### config.mk
export PLATFORM = sky130hd
export DESIGN_NAME = apb_cmd_master
export DESIGN_NICKNAME = d
export VERILOG_FILES = /design/src/rtl/apb_cmd_pkg.sv /design/src/rtl/apb_timeout_cnt.sv /design/src/rtl/apb_cmd_master.sv
export SDC_FILE = /design/constraint.sdc
export NUM_CORES = 1
export LEC_CHECK = 0
export CAP_MARGIN = 25
export CORE_UTILIZATION = 55
export DETAILED_ROUTE_END_ITERATION = 7
export DONT_BUFFER_PORTS = 1
export PLACE_DENSITY = 0.72
export RECOVER_POWER = 25
export SLEW_MARGIN = 15
export SYNTH_ARGS = -nofsm -noshare
export SYNTH_HDL_FRONTEND = slang
export SYNTH_SLANG_ARGS = --single-unit
### constraint.sdc
create_clock -name FCLK_CLK1 -period 2.9 [get_ports FCLK_CLK1]
set_input_delay 0.29 -clock FCLK_CLK1 [delete_from_list [all_inputs] [get_ports FCLK_CLK1]]
set_output_delay 0.29 -clock FCLK_CLK1 [all_outputs]
set_load 0.005 [all_outputs]
### src/rtl/apb_cmd_pkg.sv
// Shared types and default widths for the APB command master.
package apb_cmd_pkg;

    localparam int APB_ADDR_W = 32;
    localparam int APB_DATA_W = 32;

    typedef enum logic [1:0] {
        IDLE   = 2'd0,
        SETUP  = 2'd1,
        ACCESS = 2'd2,
        RESP   = 2'd3
    } apb_state_t;

endpackage

### src/rtl/apb_timeout_cnt.sv
// ACCESS-phase wait counter; terminal is high while the count sits on the last
// permitted wait cycle, so the caller aborts on that edge.
module apb_timeout_cnt #(
    parameter int LIMIT = 64
) (
    input  logic FCLK_CLK1,
    input  logic rst,
    input  logic clear,
    input  logic enable,
    output logic terminal
);

    localparam int CNT_W = $clog2(LIMIT + 1);

    logic [CNT_W-1:0] count;

    always_ff @(posedge FCLK_CLK1) begin
        if (rst || clear) begin
            count <= '0;
        end else if (enable) begin
            count <= count + CNT_W'(1);
        end
    end

    assign terminal = (count == CNT_W'(LIMIT - 1));

endmodule

### src/rtl/apb_cmd_master.sv
// Valid/ready command port to APB3 initiator, one transfer outstanding.
// Optional ACCESS-phase timeout with timeout_flag output: define APB_TIMEOUT_EN.
module apb_cmd_master
    import apb_cmd_pkg::*;
#(
    parameter int ADDR_W = APB_ADDR_W,
    parameter int DATA_W = APB_DATA_W
`ifdef APB_TIMEOUT_EN
    ,
    parameter int TIMEOUT_CYCLES = 64
`endif
) (
    input  logic              FCLK_CLK1,
    input  logic              rst,
    input  logic              cmd_valid,
    output logic              cmd_ready,
    input  logic              cmd_write,
    input  logic [ADDR_W-1:0] cmd_addr,
    input  logic [DATA_W-1:0] cmd_wdata,
    output logic              rsp_valid,
    output logic [DATA_W-1:0] rsp_rdata,
    output logic              rsp_err,
    output logic [ADDR_W-1:0] APB_M_0_paddr,
    output logic              APB_M_0_psel,
    output logic              APB_M_0_penable,
    output logic              APB_M_0_pwrite,
    output logic [DATA_W-1:0] APB_M_0_pwdata,
    input  logic [DATA_W-1:0] APB_M_0_prdata,
    input  logic              APB_M_0_pready,
    input  logic              APB_M_0_pslverr
`ifdef APB_TIMEOUT_EN
    ,
    output logic              timeout_flag
`endif
);

    apb_state_t state;
    apb_state_t next_state;
    logic       accept;
    logic       complete;

`ifdef APB_TIMEOUT_EN
    logic timeout_hit;
    logic cnt_terminal;
    logic timed_out;

    apb_timeout_cnt #(
        .LIMIT(TIMEOUT_CYCLES)
    ) u_timeout_cnt (
        .FCLK_CLK1 (FCLK_CLK1),
        .rst       (rst),
        .clear     (state == SETUP),
        .enable    ((state == ACCESS) && !APB_M_0_pready),
        .terminal  (cnt_terminal)
    );
`endif

    always_ff @(posedge FCLK_CLK1) begin
        if (rst) begin
            state <= IDLE;
        end else begin
            state <= next_state;
        end
    end

    // A pready arriving on the terminal-count edge takes priority over the timeout.
    always_comb begin
        next_state = state;
        accept     = 1'b0;
        complete   = 1'b0;
`ifdef APB_TIMEOUT_EN
        timeout_hit = 1'b0;
`endif
        case (state)
            IDLE: begin
                if (cmd_valid) begin
                    accept     = 1'b1;
                    next_state = SETUP;
                end
            end
            SETUP: begin
                next_state = ACCESS;
            end
            ACCESS: begin
                if (APB_M_0_pready) begin
                    complete   = 1'b1;
                    next_state = RESP;
                end
`ifdef APB_TIMEOUT_EN
                else if (cnt_terminal) begin
                    timeout_hit = 1'b1;
                    next_state  = RESP;
                end
`endif
            end
            RESP: begin
                next_state = IDLE;
            end
            default: begin
                next_state = IDLE;
            end
        endcase
    end

    assign cmd_ready = (state == IDLE);

    // Bus strobes follow the next state so they are registered and glitch-free.
    always_ff @(posedge FCLK_CLK1) begin
        if (rst) begin
            APB_M_0_psel    <= 1'b0;
            APB_M_0_penable <= 1'b0;
            APB_M_0_paddr   <= '0;
            APB_M_0_pwrite  <= 1'b0;
            APB_M_0_pwdata  <= '0;
            rsp_valid       <= 1'b0;
            rsp_rdata       <= '0;
            rsp_err         <= 1'b0;
        end else begin
            APB_M_0_psel    <= (next_state == SETUP) || (next_state == ACCESS);
            APB_M_0_penable <= (next_state == ACCESS);
            rsp_valid       <= (state == RESP);
            if (accept) begin
                APB_M_0_paddr  <= cmd_addr;
                APB_M_0_pwrite <= cmd_write;
                APB_M_0_pwdata <= cmd_wdata;
            end
            if (complete) begin
                rsp_rdata <= APB_M_0_pwrite ? '0 : APB_M_0_prdata;
                rsp_err   <= APB_M_0_pslverr;
            end
`ifdef APB_TIMEOUT_EN
            if (timeout_hit) begin
                rsp_rdata <= '0;
                rsp_err   <= 1'b1;
            end
`endif
        end
    end

`ifdef APB_TIMEOUT_EN
    always_ff @(posedge FCLK_CLK1) begin
        if (rst) begin
            timed_out    <= 1'b0;
            timeout_flag <= 1'b0;
        end else begin
            timeout_flag <= (state == RESP) && timed_out;
            if (timeout_hit) begin
                timed_out <= 1'b1;
            end else if (complete) begin
                timed_out <= 1'b0;
            end
        end
    end
`endif

endmodule
==> flow_metrics.tcl <==
set metrics [dict create \
    cp.required_ns 3.18 \
    grt_max_degree 134 \
    diodes 0 \
    netlist_top_cells_count "103 x dfxtp_1, 98 x a21oi_1, 66 x nand3_1, 62 x a21bo_2, 36 x a21bo_1" \
    min_path_type "input port to register" \
    synth_compound_area_frac 0.3243 \
    vias_per_cell 6.111 \
    yosysTopAreaCellShare 0.4490 \
    syn_area_um2 4592 \
    worstSkewPairLatency_ns 0.36 \
    rr_worst_depth 5 \
    dp_cells 516 \
    vias 3257 \
    dr_wl_met2_um 4492 \
    drc 0 \
    hold_viol 0 \
    avgSynthCellArea_um2 9.770 \
    maxSlewHeadroom 0.3757 \
    crit_path_end "rsp_rdata[29]" \
    grt_pass1_wl_um 14570 \
    slew_violations 0 \
    drtIter0Drc 117 \
    peakVddDrop_mv 0.7539 \
    ioPinCount 204 \
    clkPwrFrac 0.222 \
    ctsHtreeMaxLevel 3 \
    synth_most_common_cell "dfxtp_1" \
    antenna_found_initial 0 \
    yosysWarnings 0 \
    ys_async_sr_fraction 0 \
    wl_um 9959 \
    ant_nets 0 \
    cts.sinks 103 \
    core_um2 7888 \
    grt_overflow_total 0 \
    synth_top_family_by_area "compound AO/OA/AOI/OAI gates" \
    fin_crit_ns 1.850 \
    cts_tree "yes" \
    end_kind "register" \
    synth-adder-area-share 0.01090 \
    numCtsBuffers 9 \
    synth_top_area_cell "dfxtp_1" \
    crit_fanout 45 \
    stdcell_count 533 \
    die_area_um2 8718 \
    cts-root-buf "clkbuf_8" \
    r2r_slack_ns 1.05 \
    critPathLaunch "state[0]" \
    worst_pin_slew_ns 0.9352 \
    dp.final_hpwl_um 6032 \
    met1_length_um 4304 \
    die_h_um 93.37 \
    finalSetupTns_ns 0 \
    nets 533 \
    max_clock_freq_mhz 540.4 \
    synthTopCellsByArea "dfxtp_1 45%, a21bo_2 14%, a21oi_1 11%" \
    wl_per_cell_um 18.68 \
    power.internal_w 0.002609 \
    initial_core_util 0.5822 \
    gp_congestion 0.7067 \
    reg2reg_from "state[0]" \
    maxUsedRoutingLayer "met4" \
    cp.arrival_ns 2.13 \
    holdPathStages 2 \
    ys_seq_area_frac 0.4490 \
    pwr_density_cell_nw_per_um2 867.6 \
    synthMuxAreaShare 0.003270 \
    switchingPower_w 0.001436 \
    r2r_end "rsp_rdata[29]" \
    die_w_um 93.37 \
    post_cts_resized 0 \
    wl_met3_um 960 \
    final_layout_size_suffix_gt1_frac 0.1949 \
    synth_nets 576 \
    synth_ff_type "dfxtp_1" \
    setup_viol 0 \
    status "complete, no violations" \
    period_share 0.6381 \
    fin_skew_ns 0.01829 \
    yosys_register_bits 103 \
    drv_cap 0 \
    synth_enable_flop_cells 0 \
    synth_simple_gate_area_frac 0.1379 \
    critPathKind "register to register" \
    worstSetupStartpointType "register" \
    grt_util_all_layers 0.2132 \
    numPortBuffers 0 \
    rsz0062_at_grt "no" \
    post_synth_num_cell_types 19 \
    synthXorXnorAreaFrac 0 \
    firstDrtPassIters 5 \
    cts_max_path_buffers 2 \
    switching_share 0.3549 \
    clk_pin_slew_ns 0.10 \
    num_rows 32 \
    power_frac_seq 0.465 \
    area_growth_syn_to_layout_pct 1.526 \
    grt_pass1_vias 2894 \
    synthCells 470 \
    p_leak_nw 1.653 \
    power_frac_comb 0.313 \
]
-- registers in the layout (all words and copies together) (netlist names) --
signal / flops
rsp_err: 1
state: 2
APB_M_0_penable: 1
rsp_rdata: 32
APB_M_0_psel: 1
APB_M_0_paddr: 32
APB_M_0_pwdata: 32
rsp_valid: 1
APB_M_0_pwrite: 1
-- metal layers --
layer / global-route usage / vias to the layer above
met3: 0.08130 / 17
met4: 0.08974 / 0
met1: 0.2649 / 1496
met2: 0.3297 / 137
met5: 0 / -
li1: - / 1607
-- layout make-up --
type | instances | area (µm²)
clock buffer | 10 | 137.6
fill | 700 | 3226
multi-input combinational | 305 | 2192
sequential | 103 | 2062
inverter | 3 | 11.26
tap | 102 | 127.6
timing repair buffer | 5 | 72.57
clock inverter | 5 | 58.81
-- cell families after synthesis --
family | Yosys count
AOI/OAI and AO/OA | 198
DFF | 103
and+or+nand+nor | 102
buffers and inverters | 62
adders and majority gates | 4
muxes | 1
-- power groups by stage --
stage,combinational (W),clock [W],sequential [W]
global placement,0.00121,0,0.00191
global route,0.00140,0.000984,0.00191
CTS,0.00129,0.000923,0.00188
finish,0.00127,0.000900,0.00188
detailed placement,0.00126,0,0.00191
floorplan,0.00124,0,0.00183
-- critical path: stages (launching register included) --
cell and delay, ns:
dfxtp_1 0.34, inv_1 0.09, ha_2 0.73, buf_4 0.31, nand4b_1 0.12, a21oi_1 0.18
-- timing repair --
| action | CTS | global route |
|---|---|---|
| buffers inserted | 0 | 0 |
| endpoints found under the hold margin | 101 | 0 |
| hold buffers | 2 | 0 |
-- worst min path at each step --
stage,to,from
after floorplan,APB_M_0_paddr[0],cmd_addr[0]
after global placement,rsp_rdata[10],rst
after detailed placement,rsp_rdata[8],rst
after CTS,APB_M_0_pwdata[15],cmd_wdata[15]
after global routing,APB_M_0_pwdata[16],cmd_wdata[16]
final,APB_M_0_paddr[4],cmd_addr[4]
-- per-stage QoR --
stage | hold WS [ns] | utilization | power (W) | worst slack [ns] | cell area [µm²]
5_1_grt | 0.03896 | 0.5911 | 0.004298 | 0.9209 | 4662
4_1_cts | 0.04888 | 0.5923 | 0.004098 | 1.026 | 4672
3_3_place_gp | 0.3651 | 0.5627 | 0.003113 | 1.130 | 4438
2_1_floorplan | 0.4375 | - | 0.003074 | 1.303 | 4592
6_report | 0.06432 | 0.5911 | 0.004045 | 1.050 | 4662
3_5_place_dp | 0.3686 | 0.5627 | 0.003177 | 1.049 | 4438
-- cells in the final DEF, fill, tap and decap left out --
cell           netlist  final
a21bo_2             62     62
clkinv_4             0      1
mux2_4               1      1
ha_1                 4      2
nand3_1             66     66
a21bo_1             36     36
clkinvlp_4           0      2
clkinv_2             0      1
buf_4                7      2
ha_2                 0      2
nor2b_1              3      3
a21oi_1             98     98
bufinv_16            0      1
buf_16               0      1
o22ai_1              1      1
dlygate4sd3_1        0      1
o221a_1              1      1
buf_12               0      1
dfxtp_1            103    103
inv_1                3      3
clkbuf_8             0     10
nand4b_1            32     32
nor2_1               1      1
Note: power is estimated with default switching activity, not from simulation.
